<file path="src/rtl/id_ex_stage_pkg.sv">
// Shared pipeline encodings for the ID/EX boundary.
// Forward selects, mult/div classes and control-bundle layout.
package id_ex_stage_pkg;

    localparam logic [1:0] FWD_RF = 2'b00;
    localparam logic [1:0] FWD_E  = 2'b01;
    localparam logic [1:0] FWD_M  = 2'b10;
    localparam logic [1:0] FWD_W  = 2'b11;

    localparam logic [1:0] MD_NONE = 2'b00;
    localparam logic [1:0] MD_MUL  = 2'b01;
    localparam logic [1:0] MD_DIV  = 2'b10;
    localparam logic [1:0] MD_HILO = 2'b11;

    localparam int CTRL_W    = 16;
    localparam int CTRL_WREG = 0;
    localparam int CTRL_MEMW = 1;

    function automatic logic [31:0] fwd_mux(
        input logic [1:0]  sel,
        input logic [31:0] rf,
        input logic [31:0] e,
        input logic [31:0] m,
        input logic [31:0] w
    );
        logic [31:0] r;
        unique case (sel)
            FWD_RF: r = rf;
            FWD_E:  r = e;
            FWD_M:  r = m;
            FWD_W:  r = w;
        endcase
        return r;
    endfunction

endpackage

</file>
<file path="src/rtl/id_ex_stage_md_busy_ctr.sv">
// HI/LO busy counter: loads the unit latency on a mult/div capture,
// then counts down to zero.
module md_busy_ctr #(
    parameter int MULT_CYCLES = 5,
    parameter int DIV_CYCLES  = 10
) (
    input  logic clk,
    input  logic rst,
    input  logic start_mul,
    input  logic start_div,
    output logic busy
);

    localparam int CW = $clog2(DIV_CYCLES + 1);

    logic [CW-1:0] cnt;

    always_ff @(posedge clk) begin
        if (rst)
            cnt <= '0;
        else if (start_div)
            cnt <= CW'(DIV_CYCLES);
        else if (start_mul)
            cnt <= CW'(MULT_CYCLES);
        else if (cnt != '0)
            cnt <= cnt - CW'(1);
    end

    assign busy = (cnt != '0);

endmodule

</file>
<file path="src/rtl/id_ex_stage.sv">
// ID/EX boundary: operand forwarding, load-use and HI/LO interlocks,
// and the E-stage register with bubble insertion.
module id_ex_stage
    import id_ex_stage_pkg::*;
#(
    parameter int MULT_CYCLES = 5,
    parameter int DIV_CYCLES  = 10
) (
    input  logic              clk,
    input  logic              rst,
    input  logic [1:0]        FWDA,
    input  logic [1:0]        FWDB,
    input  logic [31:0]       rf_rs,
    input  logic [31:0]       rf_rt,
    input  logic [31:0]       E_result,
    input  logic [31:0]       M_result,
    input  logic [31:0]       W_result,
    input  logic              E_MemRead,
    input  logic              D_rs_used,
    input  logic              D_rt_used,
    input  logic [1:0]        D_md_op,
    input  logic [CTRL_W-1:0] D_ctrl,
    input  logic [4:0]        D_RD,
    input  logic [31:0]       D_imm,
    input  logic [31:0]       D_pc,
    input  logic              flush,
    output logic              stall,
    output logic              E_valid,
    output logic [31:0]       E_A,
    output logic [31:0]       E_B,
    output logic [CTRL_W-1:0] E_ctrl,
    output logic [4:0]        E_RD,
    output logic [31:0]       E_imm,
    output logic [31:0]       E_pc,
    output logic              md_busy
);

    logic [31:0] op_a;
    logic [31:0] op_b;
    logic        lu;
    logic        mdh;
    logic        cap;

    assign op_a = fwd_mux(FWDA, rf_rs, E_result, M_result, W_result);
    assign op_b = fwd_mux(FWDB, rf_rt, E_result, M_result, W_result);

    // A load in E cannot feed ID through the E path yet.
    assign lu = E_MemRead & E_valid
              & ((D_rs_used & (FWDA == FWD_E))
               | (D_rt_used & (FWDB == FWD_E)));

    assign mdh   = (D_md_op != MD_NONE) & md_busy;
    assign stall = (lu | mdh) & ~flush;
    assign cap   = ~(flush | stall);

    md_busy_ctr #(
        .MULT_CYCLES(MULT_CYCLES),
        .DIV_CYCLES (DIV_CYCLES)
    ) u_md_busy_ctr (
        .clk      (clk),
        .rst      (rst),
        .start_mul(cap & (D_md_op == MD_MUL)),
        .start_div(cap & (D_md_op == MD_DIV)),
        .busy     (md_busy)
    );

    always_ff @(posedge clk) begin
        if (rst || !cap) begin
            E_valid <= 1'b0;
            E_A     <= '0;
            E_B     <= '0;
            E_ctrl  <= '0;
            E_RD    <= '0;
            E_imm   <= '0;
            E_pc    <= '0;
        end else begin
            E_valid <= 1'b1;
            E_A     <= op_a;
            E_B     <= op_b;
            E_ctrl  <= D_ctrl;
            E_RD    <= D_RD;
            E_imm   <= D_imm;
            E_pc    <= D_pc;
        end
    end

endmodule

</file>
<file path="config.mk">
export PLATFORM = sky130hd
export DESIGN_NAME = id_ex_stage
export DESIGN_NICKNAME = d
export VERILOG_FILES = /design/src/rtl/id_ex_stage_pkg.sv /design/src/rtl/id_ex_stage_md_busy_ctr.sv /design/src/rtl/id_ex_stage.sv
export SDC_FILE = /design/constraint.sdc
export NUM_CORES = 1
export LEC_CHECK = 0
export ABC_AREA = 1
export CORE_AREA = 2 2 158 160
export CTS_CLUSTER_SIZE = 25
export DETAILED_ROUTE_END_ITERATION = 12
export DIE_AREA = 0 0 160 162
export GPL_ROUTABILITY_DRIVEN = 0
export PLACE_DENSITY_LB_ADDON = 0.3
export REMOVE_ABC_BUFFERS = 1
export SLEW_MARGIN = 10
export SYNTH_ARGS = -nofsm -noshare
export SYNTH_HDL_FRONTEND = slang
export SYNTH_SLANG_ARGS = --single-unit
</file>
<file path="constraint.sdc">
create_clock -name clk -period 2.1 [get_ports clk]
set_input_delay 0.63 -clock clk [delete_from_list [all_inputs] [get_ports clk]]
set_output_delay 0.63 -clock clk [all_outputs]
set_load 0.03 [all_outputs]
</file>
# --- After elaboration in Yosys (flattened, before gate mapping) ---
# Cells that the tools add are included.
# W data, S select, Z words.
totals:
  mem_bits_ro: 0
  elab_cells: 45
  mem_count: 0
  out_inout_bits: 152
  ramBits: 0
  latchBits: 0
  in_bits: 257
  register_bits: 154
op_classes:
  order_cmp: 0
  n_div: 0
  multipliers: 0
  addsub: 1
  shifts: 0
  n_eq_ne: 8
  n_reduce_logical: 8
  n_bitwise: 13
  muxes: 6
op_table:
  columns: ["cell", "count"]
  rows:
  - ["$pmux W32 S4", 2]
  - ["$mux W4", 3]
  - ["$eq A2 B2 Y1 const B", 5]
  - ["$and A1 B1 Y1", 8]
  - ["$eq A2 B1 Y1 const B", 3]
  - ["$logic_not A2 Y1", 2]
  - ["$reduce_bool A2 Y1", 2]
  - ["$reduce_bool A4 Y1", 1]
  - ["$sub A4 B1 Y4 const B", 1]
  - ["$or A1 B1 Y1", 3]
  - ["$reduce_bool A3 Y1", 1]
  - ["$not A1 Y1", 2]
  - ["$reduce_or A2 Y1", 1]
  - ["$logic_or A1 B1 Y1", 1]
  - ["$mux W1", 1]

# --- Longest topological paths before layout ---
depth:
  ltp_word: 11
  depth_mapped: 10

# --- Modules after synthesis ---
# Synthesis repeated with hierarchy kept, for this count alone.
unflattened:
  hier_cells: 897
  area_unflattened_um2: 6108.4
by_module_without_submodules:
  columns: ["mod", "cells_per_inst", "area_each_um2", "n_inst", "seq_area_each_um2"]
  rows:
  - ["id_ex_stage", 865, 5870.6, 1, 3002.9]
  - ["md_busy_ctr", 32, 237.7, 1, 80.1]

# --- Least setup slack after synthesis ---
# No wires, ideal clock.
synth_path:
  kind: "register to output"
  startpoint: "register u_md_busy_ctr.cnt[0]"
  endpoint: "output port stall"
  arrival_time_ps: 1436
  t_required_ps: 1470
  path_buffers: 0
  slack_ps: 34
  stages_incl_launch_ff: 6
  cell_sequence: "dfxtp_1 -> inv_1 -> ha_1 -> nand2_2 -> nand2_2 -> a21oi_1"
synth_between:
  elab_chain_len: 4
synth_lines:
  columns: ["item", "line_no", "source"]
  rows:
  - ["from (decl)", "id_ex_stage_md_busy_ctr.sv:16", "logic [CW-1:0] cnt;"]
  - ["from (signal assigned)", "id_ex_stage_md_busy_ctr.sv:22", "cnt <= CW'(DIV_CYCLES);"]
  - ["from (signal assigned)", "id_ex_stage_md_busy_ctr.sv:24", "cnt <= CW'(MULT_CYCLES);"]
  - ["from (signal assigned)", "id_ex_stage_md_busy_ctr.sv:26", "cnt <= cnt - CW'(1);"]
  - ["$reduce_bool A4 Y1", "id_ex_stage_md_busy_ctr.sv:29", "assign busy = (cnt != '0);"]
  - ["net md_busy", "id_ex_stage.sv:35", "output logic md_busy"]
  - ["$and A1 B1 Y1", "id_ex_stage.sv:52", "assign mdh = (D_md_op != MD_NONE) & md_busy;"]
  - ["$or A1 B1 Y1", "id_ex_stage.sv:53", "assign stall = (lu | mdh) & ~flush;"]
  - ["$and A1 B1 Y1", "id_ex_stage.sv:53", null]
  - ["to (decl)", "id_ex_stage.sv:27", "output logic stall,"]
# The timed path passes the listed nets, and every way through them passes these cells.

# --- Worst setup path in the final report ---
layout_path:
  startpoint: "input port FWDB[1]"
  endpoint: "output port stall"
layout_between:
  elab_chain_len: 6
layout_lines:
  columns: ["item", "line_no", "source"]
  rows:
  - ["from (decl)", "id_ex_stage.sv:12", "input logic [1:0] FWDB,"]
  - ["$eq A2 B1 Y1", "id_ex_stage.sv:50", "| (D_rt_used & (FWDB == FWD_E)));"]
  - ["$and A1 B1 Y1", "id_ex_stage.sv:50", null]
  - ["$or A1 B1 Y1", "id_ex_stage.sv:50", null]
  - ["$and A1 B1 Y1", "id_ex_stage.sv:49", "& ((D_rs_used & (FWDA == FWD_E))"]
  - ["$or A1 B1 Y1", "id_ex_stage.sv:53", null]
  - ["$and A1 B1 Y1", "id_ex_stage.sv:53", null]
# No other way between the ends.

==> summary.txt <==
Status
  • Outcome: finished with violations
  • Failing checks: negative setup slack

Pwr
  • Pwr Density: 800 nW/um^2
  • Leak pwr: 5.54 nW
  • Worst vdd ir: 0.466 mV

Setup path
  • Critical Path End: stall
  • Max FO, Critical Path: 2
  • CP required: 1470 ps
  • Crit path launch type: primary input
  • CP arrival: 1490 ps
  • Worst path slowest cell: dlygate4sd2_1
  • Reg-to-reg critical path endpoint: E_imm[5]$_SDFF_PN0_
  • Setup CP Type: primary input to primary output
  • Kind of end point of the critical path: primary output
  • CP max stage delay: 250 ps
  • Reg-to-Reg Start: E_valid$_DFF_P_
  • Critical path cell sequence: dlygate4sd2_1 > inv_1 > nand3_1 > nand2_1 > nand2_2 > a21oi_4 > buf_6
  • R2R Setup Slk: 340 ps
  • Reg2Reg Depth: 12
  • Crit path from: FWDB[1]

Finish
  • Layout Utilization: 0.475
  • Post-route cell area: 11500 sq um
  • FF+latch area: 3090 sq um
  • Fillers: 2377
  • Layout cells sized above 1: 0.111
  • Layout area overhead: 95.0%
  • # diodes: 0
  • Layout Nets: 1469
  • Multi-input logic area: 2140 sq um

STA
  • Worst hold slack: 602 ps
  • Setup ws final: -16.9 ps
  • Tcrit/Tclk final: 1.01
  • Fin. max-slew vios: 0
  • Final Setup Violations: 1
  • Minimum clock period: 2120 ps
  • Measured slew at the worst slew-check pin: 393 ps
  • Fmax: 0.472 GHz
  • Worst Skew: 18.7 ps
  • Final hold violation count: 0
  • RSZ-0062 raised after global routing: yes
  • Relative slew slack: 0.738

Logic synthesis
  • Post-synthesis sequential area ratio: 0.525
  • Share of the synthesized area in the top cell type: 0.525
  • Yosys warns: 0
  • Mapped cell area: 5880 sq um
  • Top area cells in the synthesized netlist: dfxtp_1 (52%), nand2_1 (9.7%), inv_1 (7.9%)
  • Syn Area/Cell: 7.86 sq um
  • Cell taking the most area after synthesis: dfxtp_1
  • Syn Inst Count: 748
  • Yosys cell types: 23
  • #FFs+latches synth: 154

CTS
  • Worst-skew pair later-pin latency: 420 ps
  • CTS tree: yes
  • Root buf cell: clkbuf_16
  • CTS Buffer Depth: 2
  • # clock sinks: 154
  • H-tree level count: 4
  • CTS buffer count: 17
  • Clock Pin Slew Worst Setup and Hold Paths: 70 ps

Drt
  • Initial DRC count: 330
  • WL per Instance: 15.9 microns
  • Total iterations of the first detailed-routing run: 5
  • DRC: 0
  • Vias: 6555
  • Routed Wire Length: 24700 microns
  • Antenna Nets Post-Route: 0
  • Vias/cell: 4.24

Floorplan
  • Row cnt: 57
  • Starting Density: 0.244
  • Die H: 162 microns
  • Die width: 160 microns
  • Boundary pin count: 409
  • Core area: 24100 sq um
  • Die ar.: 25900 sq um

Job
  • Maxcap violations: 0

GRT
  • GRT overflow: 0
  • Initial antenna violation count: 0
  • GRT Util Overall: 0.185
  • Largest net degree at the start of global routing: 51
  • Vias in the first global route: 6610
  • First-pass GRT wire length: 36800 microns

Worst hold path
  • Worst Hold Class: register to register
  • Cell depth of the worst hold path: 2

Placed design
  • Dpl hpwl: 19400 microns
  • # port buffers: 408
  • Placed cell area: 10700 sq um
-- placed cells by master, fill, tap and decap left out, types with 2 or more instances in the layout --
cell type and count:
nand3_1 2, nor2_2 3, dfxtp_1 152, nand2_2 2, inv_2 4, nor2_4 12, buf_4 64, nor3_1 3
buf_6 2, inv_8 4, dlygate4sd2_1 16, dlymetal6s2s_1 29, inv_6 5, clkbuf_16 17, inv_1 122, nand4_1 2
clkdlybuf4s50_1 360, clkinvlp_4 4, nor2_1 117, nand2_1 152, xor2_1 2, nand2_4 2, o21ai_0 18, dfxtp_2 2
a21oi_1 59, o22ai_1 10, buf_12 9, a221oi_1 39
-- cell usage after synthesis, drive strengths merged --
cell type	count
nand2	157
ha	2
buf	20
a221oi	39
a22o	1
o21ai	18
inv	126
clkbuf	19
o22ai	10
nor3	3
xor2	2
nor2	132
nand3	3
a21oi	60
nand4	2
dfxtp	154
-- critical path, delay by kind of cell --
kind | cells | cell delay (ps)
buffers and inverters | 3 | 460
and+or+nand+nor | 3 | 240
AOI/OAI and AO/OA | 1 | 150
-- per-layer routing --
metal / wire, microns / up-vias / global-route usage
li1: - / 3256 / -
met3: 2120 / 26 / 0.0623
met4: 475 / 0 / 0.0565
met5: 0 / - / 0
met1: 9500 / 2960 / 0.203
met2: 12500 / 313 / 0.338
-- timing repair --
item                       4_1_cts  5_1_grt
gates cloned                     0        0
pin swaps                        7        0
buffers inserted                 9        1
hold buffers                     0        0
setup endpoints to repair       10       36
resized for setup               30       32
-- final cells by class --
type | count | share of cell area
clock buffers | 17 | 0.0371
clock inverters | 14 | 0.0111
inverters | 126 | 0.0413
multi-input cells | 429 | 0.186
flip-flops and latches | 154 | 0.269
well taps | 324 | 0.0354
repair buffers | 482 | 0.419
-- cells by family (layout without fill, tap and decap cells) --
group | after synthesis | after routing | share of synthesized area
XOR/XNOR | 2 | 2 | 0.00298
AO/OA/AOI/OAI | 128 | 128 | 0.137
buffers and inverters | 165 | 639 | 0.121
AND/OR/NAND/NOR | 297 | 297 | 0.210
flip-flops | 154 | 154 | 0.525
adder cells (fa/ha/maj) | 2 | 2 | 0.00426
-- worst min path at each step --
| stage | startpoint | endpoint | slack [ps] |
|---|---|---|---|
| floorplan | u_md_busy_ctr.cnt[3]$_SDFFE_PP0P_ | u_md_busy_ctr.cnt[3]$_SDFFE_PP0P_ | 550 |
| finish | u_md_busy_ctr.cnt[3]$_SDFFE_PP0P_ | u_md_busy_ctr.cnt[3]$_SDFFE_PP0P_ | 600 |
| detailed placement | u_md_busy_ctr.cnt[3]$_SDFFE_PP0P_ | u_md_busy_ctr.cnt[3]$_SDFFE_PP0P_ | 600 |
| global route | u_md_busy_ctr.cnt[2]$_SDFFE_PP0P_ | u_md_busy_ctr.cnt[2]$_SDFFE_PP0P_ | 690 |
| CTS | u_md_busy_ctr.cnt[3]$_SDFFE_PP0P_ | u_md_busy_ctr.cnt[3]$_SDFFE_PP0P_ | 610 |
| global placement | u_md_busy_ctr.cnt[3]$_SDFFE_PP0P_ | u_md_busy_ctr.cnt[3]$_SDFFE_PP0P_ | 620 |
-- registers in the layout (all words and copies together), names as in the netlist --
signal             count
E_ctrl                16
E_RD                   5
E_valid                1
E_B                   32
E_imm                 32
E_pc                  32
u_md_busy_ctr.cnt      4
E_A                   32
-- stage by stage --
stage          power [W]  worst slack, ps  std cells  TNS (ps)
2_1_floorplan    0.00465            -85.9        709     -7610
3_3_place_gp     0.00614             -260       1505    -19410
3_5_place_dp     0.00617             -282       1505    -21210
4_1_cts          0.00930            0.420       1545         0
5_1_grt          0.00967            -60.8       1546     -60.8
6_report         0.00917            -16.9       1546     -16.9
-- power breakdown --
| group | switching, W | total, W | leakage [nW] | internal, W |
|---|---|---|---|---|
| Sequential | 0.0000949 | 0.00331 | 1.25 | 0.00321 |
| Clock | 0.00139 | 0.00295 | 0.261 | 0.00156 |
| Combinational | 0.00152 | 0.00292 | 4.02 | 0.00139 |
Power figures use the tool's default switching activity.
